`src/rtl/seg7_pkg.sv`:
```
// Shared definitions for the multiplexed 7-segment driver:
// active-high hex font table, segment bit positions and scan FSM states.
package seg7_pkg;

  // Segment bit positions within the 7-bit segment bus.
  localparam int unsigned SEG_A = 32'd0;
  localparam int unsigned SEG_B = 32'd1;
  localparam int unsigned SEG_C = 32'd2;
  localparam int unsigned SEG_D = 32'd3;
  localparam int unsigned SEG_E = 32'd4;
  localparam int unsigned SEG_F = 32'd5;
  localparam int unsigned SEG_G = 32'd6;

  // Active-high font {g,f,e,d,c,b,a} for hex digits 0-9, A, b, C, d, E, F.
  localparam logic [6:0] FONT [16] = '{
    7'h3F, 7'h06, 7'h5B, 7'h4F, 7'h66, 7'h6D, 7'h7D, 7'h07,
    7'h7F, 7'h6F, 7'h77, 7'h7C, 7'h39, 7'h5E, 7'h79, 7'h71
  };

  // Per-slot scan phase: dead-time first, then the digit is driven.
  typedef enum logic {
    BLANK = 1'b0,
    DRIVE = 1'b1
  } seg7_state_e;

endpackage

```
`src/rtl/seg7_hex_font.sv`:
```
// Combinational hex nibble to active-high 7-segment decoder.
module seg7_hex_font
  import seg7_pkg::*;
(
  input  logic [3:0] nib,
  output logic [6:0] seg_on
);

  // Table lookup from the shared font.
  always_comb begin
    seg_on = FONT[nib];
  end

endmodule

```
`src/rtl/seg7_scan_drv.sv`:
```
// Time-multiplexed NUM_DIGITS hex 7-segment display driver with refresh
// prescaler, dead-time blanking, per-digit blanking, decimal points and
// frame-boundary (tear-free) value commit.
// Optional: define SEG7_LZB_EN to add leading-zero blanking at commit.
module seg7_scan_drv
  import seg7_pkg::*;
#(
  parameter int NUM_DIGITS     = 4,
  parameter int REFRESH_DIV    = 50000,
  parameter int GHOST_CYC      = 500,
  parameter int SEG_ACTIVE_LOW = 1,
  parameter int DIG_ACTIVE_LOW = 1
) (
  input  logic                    clk,
  input  logic                    rst_n,
  input  logic                    load,
  input  logic [4*NUM_DIGITS-1:0] value,
  input  logic [NUM_DIGITS-1:0]   dp_in,
  input  logic [NUM_DIGITS-1:0]   blank_en,
  output logic [6:0]              seg,
  output logic                    dp,
  output logic [NUM_DIGITS-1:0]   dig_sel,
  output logic                    pending,
  output logic                    frame_strobe
);

  localparam int PW = $clog2(REFRESH_DIV);
  localparam int IW = (NUM_DIGITS > 2) ? $clog2(NUM_DIGITS) : 1;

  localparam logic [6:0]            SEG_OFF = (SEG_ACTIVE_LOW != 0) ? 7'h7F : 7'h00;
  localparam logic                  DP_OFF  = (SEG_ACTIVE_LOW != 0) ? 1'b1 : 1'b0;
  localparam logic [NUM_DIGITS-1:0] DIG_OFF = (DIG_ACTIVE_LOW != 0) ? {NUM_DIGITS{1'b1}}
                                                                    : {NUM_DIGITS{1'b0}};

  logic [PW-1:0]                 presc_r;
  logic [IW-1:0]                 idx_r;
  seg7_state_e                   state_r;
  seg7_state_e                   state_s;
  logic                          slot_wrap_s;
  logic                          commit_s;

  logic [NUM_DIGITS-1:0][3:0]    pend_val_r;
  logic [NUM_DIGITS-1:0]         pend_dp_r;
  logic [NUM_DIGITS-1:0]         pend_blank_r;
  logic                          pend_flag_r;
  logic [NUM_DIGITS-1:0][3:0]    act_val_r;
  logic [NUM_DIGITS-1:0]         act_dp_r;
  logic [NUM_DIGITS-1:0]         act_blank_r;
  logic [NUM_DIGITS-1:0]         blank_next_s;
  logic                          strobe_r;

  logic [3:0]                    nib_s;
  logic [6:0]                    font_s;
  logic [6:0]                    seg_s;
  logic                          dp_s;
  logic [NUM_DIGITS-1:0]         dig_s;
  logic [NUM_DIGITS-1:0]         onehot_s;
  logic [6:0]                    seg_r;
  logic                          dp_r;
  logic [NUM_DIGITS-1:0]         dig_r;

`ifdef SEG7_LZB_EN
  // Digit i (i>=1) is dark when it and every higher nibble are zero.
  function automatic logic [NUM_DIGITS-1:0] lzb_mask(input logic [NUM_DIGITS-1:0][3:0] v);
    logic zero_above;
    lzb_mask   = '0;
    zero_above = 1'b1;
    for (int i = NUM_DIGITS - 1; i >= 1; i--) begin
      zero_above  = zero_above & (v[i] == 4'h0);
      lzb_mask[i] = zero_above;
    end
  endfunction
`endif

  // Slot/frame boundary detection and scan FSM next state.
  always_comb begin
    slot_wrap_s = (presc_r == PW'(REFRESH_DIV - 1));
    commit_s    = slot_wrap_s && (idx_r == IW'(NUM_DIGITS - 1)) && pend_flag_r;
    state_s     = state_r;
    if (slot_wrap_s) begin
      state_s = BLANK;
    end else if (presc_r == PW'(GHOST_CYC - 1)) begin
      state_s = DRIVE;
    end else begin
      state_s = state_r;
    end
  end

  // Blank mask taken into the active set at commit.
  always_comb begin
`ifdef SEG7_LZB_EN
    blank_next_s = pend_blank_r | lzb_mask(pend_val_r);
`else
    blank_next_s = pend_blank_r;
`endif
  end

  // Prescaler, digit index and FSM state registers.
  always_ff @(posedge clk) begin
    if (!rst_n) begin
      presc_r <= '0;
      idx_r   <= '0;
      state_r <= BLANK;
    end else begin
      state_r <= state_s;
      if (slot_wrap_s) begin
        presc_r <= '0;
        idx_r   <= (idx_r == IW'(NUM_DIGITS - 1)) ? '0 : idx_r + IW'(1);
      end else begin
        presc_r <= presc_r + PW'(1);
      end
    end
  end

  // Pending capture on load and active commit at the frame boundary.
  always_ff @(posedge clk) begin
    if (!rst_n) begin
      pend_val_r   <= '0;
      pend_dp_r    <= '0;
      pend_blank_r <= '0;
      pend_flag_r  <= 1'b0;
      act_val_r    <= '0;
      act_dp_r     <= '0;
      act_blank_r  <= '0;
      strobe_r     <= 1'b0;
    end else begin
      strobe_r <= commit_s;
      if (commit_s) begin
        act_val_r   <= pend_val_r;
        act_dp_r    <= pend_dp_r;
        act_blank_r <= blank_next_s;
      end
      // A load on the commit cycle refills pending after the old contents move out.
      if (load) begin
        pend_val_r   <= value;
        pend_dp_r    <= dp_in;
        pend_blank_r <= blank_en;
        pend_flag_r  <= 1'b1;
      end else if (commit_s) begin
        pend_flag_r  <= 1'b0;
      end
    end
  end

  seg7_hex_font u_font (
    .nib    (nib_s),
    .seg_on (font_s)
  );

  // Select the current digit and form polarity-adjusted output values.
  always_comb begin
    nib_s    = act_val_r[idx_r];
    onehot_s = '0;
    onehot_s[idx_r] = 1'b1;
    if ((state_r == DRIVE) && !act_blank_r[idx_r]) begin
      seg_s = (SEG_ACTIVE_LOW != 0) ? ~font_s : font_s;
      dp_s  = (SEG_ACTIVE_LOW != 0) ? ~act_dp_r[idx_r] : act_dp_r[idx_r];
      dig_s = (DIG_ACTIVE_LOW != 0) ? ~onehot_s : onehot_s;
    end else begin
      seg_s = SEG_OFF;
      dp_s  = DP_OFF;
      dig_s = DIG_OFF;
    end
  end

  // Output registers: one cycle behind the state/index they reflect.
  always_ff @(posedge clk) begin
    if (!rst_n) begin
      seg_r <= SEG_OFF;
      dp_r  <= DP_OFF;
      dig_r <= DIG_OFF;
    end else begin
      seg_r <= seg_s;
      dp_r  <= dp_s;
      dig_r <= dig_s;
    end
  end

  assign seg          = seg_r;
  assign dp           = dp_r;
  assign dig_sel      = dig_r;
  assign pending      = pend_flag_r;
  assign frame_strobe = strobe_r;

endmodule
```
`config.mk`:
```
export PLATFORM = sky130hd
export DESIGN_NAME = seg7_scan_drv
export DESIGN_NICKNAME = d
export VERILOG_FILES = /design/src/rtl/seg7_pkg.sv /design/src/rtl/seg7_hex_font.sv /design/src/rtl/seg7_scan_drv.sv
export SDC_FILE = /design/constraint.sdc
export NUM_CORES = 1
export LEC_CHECK = 0
export BUFFER_PORTS_ARGS = -buffer_cell sky130_fd_sc_hd__buf_2
export CORE_ASPECT_RATIO = 1.4
export CORE_MARGIN = 3
export CORE_UTILIZATION = 65
export CTS_BUF_LIST = sky130_fd_sc_hd__clkbuf_2 sky130_fd_sc_hd__clkbuf_4 sky130_fd_sc_hd__clkbuf_8
export DETAILED_ROUTE_END_ITERATION = 8
export HOLD_SLACK_MARGIN = 0.08
export PLACE_DENSITY = 0.91
export REMOVE_ABC_BUFFERS = 1
export SLEW_MARGIN = 10
export SYNTH_ARGS = -nofsm -noshare
export SYNTH_HDL_FRONTEND = slang
export SYNTH_SLANG_ARGS = --single-unit
```
`constraint.sdc`:
```
create_clock -name clk -period 4.55 [get_ports clk]
set_input_delay 0.91 -clock clk [delete_from_list [all_inputs] [get_ports clk]]
set_output_delay 0.91 -clock clk [all_outputs]
set_load 0.03 [all_outputs]
```
==> flow_metrics.py <==
metrics = {
    "clocking": {
        "clkLatencyLatePin_ns": 0.35,
        "clk_pin_slew_worst_paths_ns": 0.08,
        "clock_sinks": 81,
        "tritoncts": "done",
        "cts_resized": 0,
        "cts_buffer_depth": 2,
        "cts_setup_buffers": 0,
        "cts_buffers": 9,
        "htreeDepth": 3,
        "cts_hold_buf": 0,
        "cts-root-buf": "clkbuf_8",
    },
    "worst_setup_path": {
        "worstPathArrival_ns": 2.80,
        "rr_endpoint": "seg[3]",
        "reg2reg_depth": 5,
        "worstPathRequired_ns": 4.75,
        "crit_fanout": 11,
        "reg2reg_from": "idx_r[0]",
        "reg2reg_slack_ns": 1.94,
        "critPathLaunchType": "flop",
        "worstSetupEndpointType": "flop",
        "critical_path_class": "flop to flop",
    },
    "power": {
        "total_leakage_power_nw": 1.65,
        "power_density_nw_per_um2": 341,
        "peakVddDrop_mv": 0.273,
    },
    "logic_synthesis": {
        "synth_compound_area_frac": 0.0436,
        "synth.yosys.warnings": 0,
        "synthXorXnorAreaFrac": 0.0302,
        "yosysMostFrequentCell": "dfxtp_1",
        "syn_inst": 358,
        "postSynthAreaPerCell_um2": 9.71,
        "synth_fa_ha_area_frac": 0.0396,
        "yosysTopAreaCell": "dfxtp_1",
        "synth-simple-area-share": 0.196,
        "synth_cell_types": 42,
        "seq_area_frac_synth": 0.467,
        "synthMuxAreaShare": 0.183,
        "ys_ff_latch": 81,
        "synth_edf_count": 0,
        "ys_top_cells_by_count": "dfxtp_1 (81), nand2_1 (64), mux2i_1 (50)",
        "ys_top_cells_by_area": "dfxtp_1 (47%), mux2i_1 (14%), nand2_1 (6.9%)",
        "netlist_area_um2": 3470,
        "async_flop_share": 0,
        "synth_ff_type": "dfxtp_1",
        "synth_top_family_by_area": "simple AND/OR/NAND/NOR gates",
        "synth_top_area_frac": 0.467,
    },
    "detailed_routing": {
        "drt_iter0_drc": 140,
        "ant_nets": 0,
        "remaining_drc_errors": 0,
        "vias": 2548,
        "wl_per_cell_um": 15.0,
        "routed_wl_um": 6890,
        "via_per_inst": 5.55,
        "dr.pass1.iters": 4,
    },
    "sta": {
        "period_minus_slack_ns": 2.61,
        "drv_slew": 0,
        "slew_headroom": 0.369,
        "finalSetupViolCount": 0,
        "layout_worst_path_cycle_share": 0.573,
        "hold_viol_final": 0,
        "tns_ns": 0,
        "worst_slew_pin_slew_ns": 0.938,
        "fin_skew_ns": 0.0113,
        "rsz0062_at_grt": "no",
        "clock.fmax_mhz": 384,
        "setup_slack_ns": 1.94,
    },
    "cells_and_area": {
        "drive_gt1_frac": 0.180,
        "num-fill-cells": 326,
        "fin_cells": 459,
        "area_growth_syn_to_layout_pct": 11.2,
        "nets": 428,
        "antenna_cells": 0,
        "final_util": 0.774,
    },
    "floorplan": {
        "initial_core_util": 0.696,
        "die_y_um": 92.5,
        "io_pins": 41,
        "dieArea_um2": 6270,
        "die_w_um": 67.8,
        "rows": 30,
        "coreArea_um2": 4990,
    },
    "global_routing": {
        "grt_first_pass_wirelength_um": 11300,
        "grt_usage": 0.240,
        "antenna_found_initial": 0,
        "overflow": 0,
        "grt_max_degree": 52,
        "grt_pass1_vias": 2583,
    },
    "placement": {
        "pre_cts_slack_ns": 2.08,
        "dp.cells": 443,
        "hpwlAfterDp_um": 4650,
        "gp_congestion": 0.816,
        "place.port_buffers": 40,
    },
    "flow_run": {
        "maxCapViolCount": 0,
    },
    "status": {
        "outcome": "finished clean",
    },
    "hold_path": {
        "worstHoldPathCells": 2,
        "hp-class": "flop to flop",
        "min_from": "pend_val_r[0]",
        "whs_endpoint": "act_val_r[0]",
    },
}
-- worst max path at each step --
| stage | from | to |
|---|---|---|
| 2_1_floorplan | idx_r[0] | seg[3] |
| 3_3_place_gp | idx_r[0] | seg[3] |
| 3_5_place_dp | idx_r[0] | seg[3] |
| 4_1_cts | idx_r[0] | seg[3] |
| 5_1_grt | idx_r[0] | seg[3] |
| 6_report | idx_r[0] | seg[3] |
-- registers in the layout (all words and copies together) (netlist names), 7 cells and up --
signal / cells
act_val_r: 16
presc_r: 16
pend_val_r: 16
seg: 7
-- metrics by stage --
step	total power, mW	area (um2)	hold slack [ns]
after floorplan	0.779	3370	0.426
after global placement	0.809	3660	0.438
after detailed placement	0.813	3660	0.452
after CTS	1.33	3860	0.463
after global routing	1.37	3860	0.472
final	1.32	3860	0.460
-- per-layer routing --
metal / track usage / part of all wire
met5: 0 / 0
met4: 0.111 / 0.024
met3: 0.0522 / 0.039
met2: 0.422 / 0.52
met1: 0.266 / 0.41
-- final cells by class --
type	instances	area (um2)	share of cell area
Clock buffer	11	145	0.0376
Sequential cell	81	1620	0.420
Inverter	10	37.5	0.00971
Multi-Input combinational cell	246	1710	0.443
Tap cell	64	80.1	0.0207
Timing Repair Buffer	42	215	0.0557
Clock inverter	5	55.1	0.0142
-- cells in the final DEF, fill, tap and decap left out, types with 6 or more instances in the layout --
cell type	n
clkbuf_8	10
inv_1	8
a21oi_1	8
buf_2	40
nand3_1	6
dfxtp_1	81
nand2_1	64
mux4_2	6
nor2_1	42
xnor2_1	7
mux2i_1	50
ha_1	11
-- power breakdown --
part | switching, mW | internal (mW)
Combinational | 0.0349 | 0.0269
Clock | 0.251 | 0.273
Sequential | 0.0106 | 0.724
Total | 0.296 | 1.02
-- critical path: stages (launching register included) --
cell,delay [ns]
dfxtp_1,0.66
mux4_2,0.65
ha_1,0.29
or2_0,0.23
a2111oi_0,0.54
a31oi_1,0.08
-- logic make-up after synthesis --
kind of cell               Yosys count
AOI/OAI and AO/OA                   24
muxes                               56
buffers and inverters               31
xor gates and xnor gates            12
DFF                                 81
adders and majority gates           11
and+or+nand+nor                    143
Note: power is estimated with default switching activity, not from simulation.
